===== src/rtl/nn_feeder_pkg.sv =====
// rtl/nn_feeder_pkg.sv - shared types and constants for the NN input feeder
package nn_feeder_pkg;

  // Feeder sequencing: load in IDLE, emit lane 1 in STREAM, finish the skewed
  // lane 2 in DRAIN, pulse done out of DONE.
  typedef enum logic [1:0] {
    IDLE   = 2'd0,
    STREAM = 2'd1,
    DRAIN  = 2'd2,
    DONE   = 2'd3
  } feeder_state_t;

  localparam int FEEDER_DATA_WIDTH = 16;

  // Q8.8 reference values
  localparam logic [15:0] Q_ONE  = 16'h0100;
  localparam logic [15:0] Q_ZERO = 16'h0000;

  // Address width for a power-of-two buffer, never below one bit.
  function automatic int feeder_ptr_width(input int depth);
    return (depth > 1) ? $clog2(depth) : 1;
  endfunction

endpackage


===== src/rtl/nn_input_feeder_if.sv =====
// rtl/nn_input_feeder_if.sv - write port, stream control and layer-load bundle
interface nn_input_feeder_if #(
  parameter int DEPTH      = 4,
  parameter int DATA_WIDTH = 16
);
  localparam int CNT_W = $clog2(DEPTH + 1);

  // Host write port
  logic                  wr_valid;
  logic                  wr_ready;
  logic [DATA_WIDTH-1:0] wr_data1;
  logic [DATA_WIDTH-1:0] wr_data2;

  // Stream control
  logic                  start;
  logic                  flush;

  // Layer accumulator load lanes
  logic [DATA_WIDTH-1:0] out_data1;
  logic                  out_valid1;
  logic [DATA_WIDTH-1:0] out_data2;
  logic                  out_valid2;

  // Status
  logic                  busy;
  logic                  done;
  logic [CNT_W-1:0]      count;

  // Host / stimulus side
  modport master (
    output wr_valid, wr_data1, wr_data2, start, flush,
    input  wr_ready, out_data1, out_valid1, out_data2, out_valid2,
    input  busy, done, count
  );

  // Feeder side
  modport slave (
    input  wr_valid, wr_data1, wr_data2, start, flush,
    output wr_ready, out_data1, out_valid1, out_data2, out_valid2,
    output busy, done, count
  );

endinterface


===== src/rtl/nn_feeder_mem.sv =====
// rtl/nn_feeder_mem.sv - sample-pair register storage, one write port, one registered read port
module nn_feeder_mem #(
  parameter int DEPTH = 4,
  parameter int WIDTH = 32,
  parameter int AW    = $clog2(DEPTH)
) (
  input  logic             clk,
  input  logic             rst_n,
  input  logic             wr_en,
  input  logic [AW-1:0]    wr_addr,
  input  logic [WIDTH-1:0] wr_data,
  input  logic             rd_en,
  input  logic [AW-1:0]    rd_addr,
  output logic [WIDTH-1:0] rd_data
);

  logic [WIDTH-1:0] mem_q [DEPTH];
  logic [WIDTH-1:0] rd_data_q;
  logic [WIDTH-1:0] rd_data_d;

  // Read register only loads on a read, so the lane holds its last beat.
  always_comb begin
    rd_data_d = rd_data_q;
    if (rd_en) begin
      rd_data_d = mem_q[rd_addr];
    end
  end

  // Storage array: entries are only read after being written, so no reset.
  always_ff @(posedge clk) begin
    if (wr_en) begin
      mem_q[wr_addr] <= wr_data;
    end
  end

  // Read data register is reset so downstream lanes start at zero.
  always_ff @(posedge clk or negedge rst_n) begin
    if (!rst_n) begin
      rd_data_q <= '0;
    end else begin
      rd_data_q <= rd_data_d;
    end
  end

  assign rd_data = rd_data_q;

endmodule


===== src/rtl/nn_input_feeder.sv =====
// rtl/nn_input_feeder.sv - buffered Q8.8 pair feeder for the first layer; NN_FEEDER_REPLAY_EN enables non-popping replay
module nn_input_feeder
  import nn_feeder_pkg::*;
#(
  parameter int DEPTH      = 4,
  parameter int DATA_WIDTH = FEEDER_DATA_WIDTH
) (
  input logic               clk,
  input logic               rst,
  nn_input_feeder_if.slave  bus
);

  localparam int PTR_W = feeder_ptr_width(DEPTH);
  localparam int CNT_W = $clog2(DEPTH + 1);

  feeder_state_t           state_q, state_d;
  logic [PTR_W-1:0]        wr_ptr_q, wr_ptr_d;
  logic [PTR_W-1:0]        rd_ptr_q, rd_ptr_d;
  logic [PTR_W-1:0]        strm_ptr_q, strm_ptr_d;
  logic [CNT_W-1:0]        count_q, count_d;
  logic [CNT_W-1:0]        beats_q, beats_d;
  logic                    valid1_q, valid1_d;
  logic                    valid2_q, valid2_d;
  logic                    done_q, done_d;
  logic [DATA_WIDTH-1:0]   data2_q, data2_d;

  logic                    idle;
  logic                    full;
  logic                    wr_acc;
  logic                    rd_en;
  logic [2*DATA_WIDTH-1:0] rd_pair;

  assign idle   = (state_q == IDLE);
  assign full   = (count_q == CNT_W'(DEPTH));
  // A flush in the same cycle swallows the write.
  assign wr_acc = bus.wr_valid && idle && !full && !bus.flush;

  // Pairs are stored as {x2, x1}; the read register doubles as lane 1 output.
  nn_feeder_mem #(
    .DEPTH (DEPTH),
    .WIDTH (2 * DATA_WIDTH),
    .AW    (PTR_W)
  ) u_mem (
    .clk     (clk),
    .rst_n   (rst),
    .wr_en   (wr_acc),
    .wr_addr (wr_ptr_q),
    .wr_data ({bus.wr_data2, bus.wr_data1}),
    .rd_en   (rd_en),
    .rd_addr (strm_ptr_q),
    .rd_data (rd_pair)
  );

  // Next-state logic: FSM, pointers, occupancy, lane-2 skew and done pulse.
  always_comb begin
    state_d    = state_q;
    wr_ptr_d   = wr_ptr_q;
    rd_ptr_d   = rd_ptr_q;
    strm_ptr_d = strm_ptr_q;
    count_d    = count_q;
    beats_d    = beats_q;
    valid1_d   = 1'b0;
    done_d     = 1'b0;
    rd_en      = 1'b0;
    // Lane 2 trails lane 1 by one cycle: capture x2 of the beat just shown.
    valid2_d   = valid1_q;
    data2_d    = valid1_q ? rd_pair[2*DATA_WIDTH-1:DATA_WIDTH] : data2_q;

    case (state_q)
      IDLE: begin
        if (bus.flush) begin
          wr_ptr_d = '0;
          rd_ptr_d = '0;
          count_d  = '0;
        end else begin
          if (wr_acc) begin
            wr_ptr_d = wr_ptr_q + 1'b1;
            count_d  = count_q + 1'b1;
          end
          // Stream length is the occupancy before any same-cycle write.
          if (bus.start) begin
            beats_d    = count_q;
            strm_ptr_d = rd_ptr_q;
            state_d    = (count_q == '0) ? DONE : STREAM;
          end
        end
      end

      STREAM: begin
        rd_en      = 1'b1;
        valid1_d   = 1'b1;
        strm_ptr_d = strm_ptr_q + 1'b1;
        beats_d    = beats_q - 1'b1;
`ifdef NN_FEEDER_REPLAY_EN
        // Replay keeps the head where it is; strm_ptr is reloaded per stream.
        rd_ptr_d   = rd_ptr_q;
`else
        rd_ptr_d   = rd_ptr_q + 1'b1;
        count_d    = count_q - 1'b1;
`endif
        if (beats_q == CNT_W'(1)) begin
          state_d = DRAIN;
        end
      end

      DRAIN: begin
        state_d = DONE;
      end

      DONE: begin
        done_d  = 1'b1;
        state_d = IDLE;
      end

      default: begin
        state_d = IDLE;
      end
    endcase
  end

  // State register with asynchronous active-low reset.
  always_ff @(posedge clk or negedge rst) begin
    if (!rst) begin
      state_q    <= IDLE;
      wr_ptr_q   <= '0;
      rd_ptr_q   <= '0;
      strm_ptr_q <= '0;
      count_q    <= '0;
      beats_q    <= '0;
      valid1_q   <= 1'b0;
      valid2_q   <= 1'b0;
      done_q     <= 1'b0;
      data2_q    <= '0;
    end else begin
      state_q    <= state_d;
      wr_ptr_q   <= wr_ptr_d;
      rd_ptr_q   <= rd_ptr_d;
      strm_ptr_q <= strm_ptr_d;
      count_q    <= count_d;
      beats_q    <= beats_d;
      valid1_q   <= valid1_d;
      valid2_q   <= valid2_d;
      done_q     <= done_d;
      data2_q    <= data2_d;
    end
  end

  assign bus.wr_ready   = idle && !full;
  assign bus.busy       = !idle;
  assign bus.count      = count_q;
  assign bus.done       = done_q;
  assign bus.out_valid1 = valid1_q;
  assign bus.out_data1  = rd_pair[DATA_WIDTH-1:0];
  assign bus.out_valid2 = valid2_q;
  assign bus.out_data2  = data2_q;

endmodule


===== src/flat_wrapper.sv =====
// flat-port wrapper written by rule: the top's interface ports become plain ports
module nn_input_feeder_flat import nn_feeder_pkg::*;
#(
  parameter int DEPTH      = 4,
  parameter int DATA_WIDTH = FEEDER_DATA_WIDTH
)
  (clk, rst, bus_wr_valid, bus_wr_data1, bus_wr_data2, bus_start, bus_flush, bus_wr_ready, bus_out_data1, bus_out_valid1, bus_out_data2, bus_out_valid2, bus_busy, bus_done, bus_count);
  nn_input_feeder_if #(.DEPTH(DEPTH), .DATA_WIDTH(DATA_WIDTH)) bus_i ();
  input logic clk;
  input logic rst;
  input wire logic [$bits(bus_i.wr_valid)-1:0] bus_wr_valid;
  input wire logic [$bits(bus_i.wr_data1)-1:0] bus_wr_data1;
  input wire logic [$bits(bus_i.wr_data2)-1:0] bus_wr_data2;
  input wire logic [$bits(bus_i.start)-1:0] bus_start;
  input wire logic [$bits(bus_i.flush)-1:0] bus_flush;
  output wire logic [$bits(bus_i.wr_ready)-1:0] bus_wr_ready;
  output wire logic [$bits(bus_i.out_data1)-1:0] bus_out_data1;
  output wire logic [$bits(bus_i.out_valid1)-1:0] bus_out_valid1;
  output wire logic [$bits(bus_i.out_data2)-1:0] bus_out_data2;
  output wire logic [$bits(bus_i.out_valid2)-1:0] bus_out_valid2;
  output wire logic [$bits(bus_i.busy)-1:0] bus_busy;
  output wire logic [$bits(bus_i.done)-1:0] bus_done;
  output wire logic [$bits(bus_i.count)-1:0] bus_count;
  assign bus_i.wr_valid = bus_wr_valid;
  assign bus_i.wr_data1 = bus_wr_data1;
  assign bus_i.wr_data2 = bus_wr_data2;
  assign bus_i.start = bus_start;
  assign bus_i.flush = bus_flush;
  assign bus_wr_ready = bus_i.wr_ready;
  assign bus_out_data1 = bus_i.out_data1;
  assign bus_out_valid1 = bus_i.out_valid1;
  assign bus_out_data2 = bus_i.out_data2;
  assign bus_out_valid2 = bus_i.out_valid2;
  assign bus_busy = bus_i.busy;
  assign bus_done = bus_i.done;
  assign bus_count = bus_i.count;
  nn_input_feeder #(.DEPTH(DEPTH), .DATA_WIDTH(DATA_WIDTH)) u_core (.clk(clk), .rst(rst), .bus(bus_i));
endmodule

===== config.mk =====
export PLATFORM = sky130hd
export DESIGN_NAME = nn_input_feeder_flat
export DESIGN_NICKNAME = d
export VERILOG_FILES = /design/src/rtl/nn_feeder_pkg.sv /design/src/rtl/nn_input_feeder_if.sv /design/src/rtl/nn_feeder_mem.sv /design/src/rtl/nn_input_feeder.sv /design/src/flat_wrapper.sv
export SDC_FILE = /design/constraint.sdc
export NUM_CORES = 1
export LEC_CHECK = 0
export ABC_AREA = 1
export CELL_PAD_IN_SITES_DETAIL_PLACEMENT = 1
export CELL_PAD_IN_SITES_GLOBAL_PLACEMENT = 1
export CORE_MARGIN = 8
export CORE_UTILIZATION = 44
export CTS_CLUSTER_DIAMETER = 40
export CTS_CLUSTER_SIZE = 20
export DETAILED_ROUTE_END_ITERATION = 8
export PLACE_DENSITY_LB_ADDON = 0.15
export SKIP_CTS_REPAIR_TIMING = 1
export SLEW_MARGIN = 20
export SYNTH_ARGS = -nofsm -noshare
export SYNTH_HDL_FRONTEND = slang
export SYNTH_SLANG_ARGS = --single-unit

===== constraint.sdc =====
create_clock -name clk -period 7.58 [get_ports clk]
set_input_delay 0.758 -clock clk [delete_from_list [all_inputs] [get_ports clk]]
set_output_delay 0.758 -clock clk [all_outputs]
set_load 0.01 [all_outputs]

==> flow_metrics.py <==
metrics = {
    "outcome": {
        "status": "finished clean",
    },
    "synth": {
        "yosys.cell_types.count": 22,
        "yosysTopAreaCellShare_pct": 45.7,
        "synth-compound-area-share_pct": 0.773,
        "synthMuxAreaShare_pct": 2.14,
        "synthSimpleGateAreaFrac_pct": 19.3,
        "async_flop_share_pct": 33.7,
        "synth_fa_ha_area_share_pct": 2.08,
        "synthTopCellsByArea": "edfxtp_1 46%, dfrtp_1 19%, nand2_1 14%",
        "yosys.area.top_type": "edfxtp_1",
        "synth_ff_type": "edfxtp_1",
        "synth.cell_area_um2": 8410,
        "syn-num-nets": 892,
        "synth_top_cells_by_count": "317 x nand2_1, 152 x inv_1, 128 x edfxtp_1, 70 x nand3_1, 65 x dfrtp_1",
        "yosysMostFrequentCell": "nand2_1",
        "ys_ff_latch": 193,
        "synth_top_family_by_area": "simple AND/OR/NAND/NOR gates",
        "yosysSeqAreaShare_pct": 65.0,
        "syn_avg_cell_area_um2": 10.0,
        "postSynthCellCount": 841,
        "synth_edf_count": 128,
        "synth_xor_area_share_pct": 0,
        "yosysWarnings": 0,
    },
    "timing": {
        "slew_viol_final": 0,
        "finalCriticalPeriod_ns": 2.89,
        "hold_viol": 0,
        "hold_slack_ns": 0.449,
        "tightest_slew_ns": 1.04,
        "finalSetupViolations": 0,
        "relSlewSlack_pct": 30.2,
        "fin_crit_sh_pct": 38.2,
        "max_clock_freq_ghz": 0.345,
        "fin_setup_tns_ns": 0,
        "finClkSkew_ns": 0.00823,
        "rsz0062_at_grt": "no",
    },
    "finish": {
        "syn2layout_area_growth_pct": 16.3,
        "diodes": 0,
        "drive_gt1_share_pct": 6.85,
        "fin_nets": 943,
    },
    "setup_path": {
        "cp_top_family": "flip-flops",
        "critical_path.max_fanout": 18,
        "worstSetupPathDepth": 1,
        "path_buf_inv": 1,
        "critPathLaunchType": "flop",
        "end_kind": "output port",
        "reg2reg_depth": 7,
        "crit_path_top_delay_cell": "dfrtp_1",
        "crit_required_ns": 6.82,
        "path_class": "reg2out",
        "slowest_delay_ns": 1.01,
        "arrival_ns": 2.14,
        "worstPathCellList": "clkdlybuf4s50_1",
    },
    "floorplan": {
        "die_w_um": 154,
        "row_count": 50,
        "die_area_um2": 23800,
        "core_um2": 18700,
        "start_util_pct": 45.0,
        "dieHeight_um": 154,
        "io_pins": 77,
    },
    "placed_design": {
        "hpwlAfterDp_um": 12200,
        "io_buffers": 76,
        "gp_congestion": 0.739,
    },
    "routing": {
        "remaining_drc_errors": 0,
        "postRouteAntennaNets": 0,
        "vias_per_cell": 4.88,
        "routed_wl_um": 19700,
        "post_drt_wl_per_cell_um": 17.3,
        "drt_first_iter_violations": 189,
        "vias": 5553,
        "drtPass1Iterations": 4,
    },
    "clock_tree": {
        "cts_root_buf": "clkbuf_16",
        "clk_pin_slew_ns": 0.06,
        "h-tree-depth": 4,
        "cts_buffer_depth": 2,
        "clock_latency_ns": 0.43,
        "numCtsBuffers": 17,
        "clock-sinks": 193,
        "cts_tree": "built",
    },
    "power": {
        "fin_total_pwr_mw": 3.56,
        "power_density_nw_per_um2": 363,
        "max-vdd-ir-drop_mv": 0.167,
        "leakagePower_nw": 4.53,
    },
    "global_route": {
        "grt_max_degree": 69,
        "grt_pass1_wl_um": 32200,
        "antenna_found_initial": 0,
        "grt_use_total_pct": 17.3,
        "grt_overflow": 0,
        "grt_pass1_vias": 6237,
    },
    "min_path": {
        "hold_path.class": "in2async",
    },
    "flow_run": {
        "cap_violations": 0,
    },
}
==> power breakdown <==
part	switching (mW)	total (mW)	internal (mW)	leakage, nW
Combinational	0.728	1.22	0.493	2.30
Sequential	0.152	1.49	1.34	1.96
Clock	0.389	0.844	0.455	0.259
==> through the flow <==
stage / cells / instance area (µm²) / worst slack, ns / util, %
after floorplan: 841 / 8410 / 4.59 / -
after global placement: 1105 / 9190 / 4.42 / 49.1
after detailed placement: 1105 / 9190 / 4.35 / 49.1
after CTS: 1137 / 9740 / 4.61 / 52.1
after global routing: 1139 / 9790 / 4.58 / 52.3
final: 1139 / 9790 / 4.69 / 52.3
==> cell usage in the layout, fill, tap and decap left out, types with 2 or more instances in the layout <==
| cell type | count |
|---|---|
| a21oi_1 | 2 |
| buf_4 | 3 |
| clkbuf_1 | 3 |
| clkbuf_16 | 17 |
| clkdlybuf4s50_1 | 75 |
| clkinv_2 | 3 |
| clkinv_4 | 2 |
| clkinvlp_4 | 3 |
| dfrtp_1 | 63 |
| dfrtp_2 | 2 |
| edfxtp_1 | 128 |
| ha_1 | 13 |
| inv_1 | 151 |
| inv_2 | 2 |
| inv_6 | 3 |
| mux2_2 | 16 |
| nand2_1 | 317 |
| nand3_1 | 70 |
| nand4_1 | 3 |
| nor2_1 | 6 |
| nor2_4 | 4 |
| o21a_1 | 2 |
| o21ai_0 | 5 |
| o21ai_1 | 3 |
==> final timing paths <==
kind	end	from	slack, ns
min in group clk	u_core.beats_q[1]$_DFFE_PN0P_	u_core.beats_q[1]$_DFFE_PN0P_	0.47
worst max register to register	u_core.u_mem.mem_q[1][26]$_DFFE_PP_	u_core.bus.count[0]$_DFFE_PN0P_	4.83
max in group asynchronous	u_core.strm_ptr_q[0]$_DFFE_PN0P_	rst	6.49
worst min register to register	u_core.beats_q[1]$_DFFE_PN0P_	u_core.beats_q[1]$_DFFE_PN0P_	0.47
worst min-delay path	u_core.bus.out_data2[8]$_DFFE_PN0P_	rst	0.45
worst max-delay path	bus_out_valid1	u_core.bus.out_valid1$_DFF_PN0_	4.69
==> logic make-up (layout without fill, tap and decap cells) <==
group / after synthesis / count (layout)
simple gates: 404 / 404
fa+ha+maj: 14 / 14
compound gates: 12 / 12
mux: 16 / 16
buf+inv: 202 / 266
flops: 193 / 193
==> state kept, by name (all words and copies together), names as in the netlist <==
name and count:
u_core.u_mem.mem_q 128, u_core.u_mem.rd_data 32, u_core.bus.out_data2 16, u_core.beats_q 3, u_core.bus.count 3, u_core.rd_ptr_q 2
u_core.state_q 2, u_core.strm_ptr_q 2, u_core.wr_ptr_q 2, u_core.bus.done 1, u_core.bus.out_valid1 1, u_core.bus.out_valid2 1
==> area by class of cell <==
type                       instances  area (µm²)
fill                            2075        8920
sequential                       193        5470
multi-input combinational        446        2070
timing repair buffer              80         821
inverter                         154         579
clock buffer                      20         437
tap                              234         293
clock inverter                    12         110
==> routing by layer <==
layer	vias to the layer above	global-route usage, %	part of all wire [%]
li1	2687	-	-
met1	2774	19.9	43
met2	72	31.5	52
met3	20	3.68	3.0
met4	0	5.27	1.3
met5	-	0	0
Power figures use the tool's default switching activity.
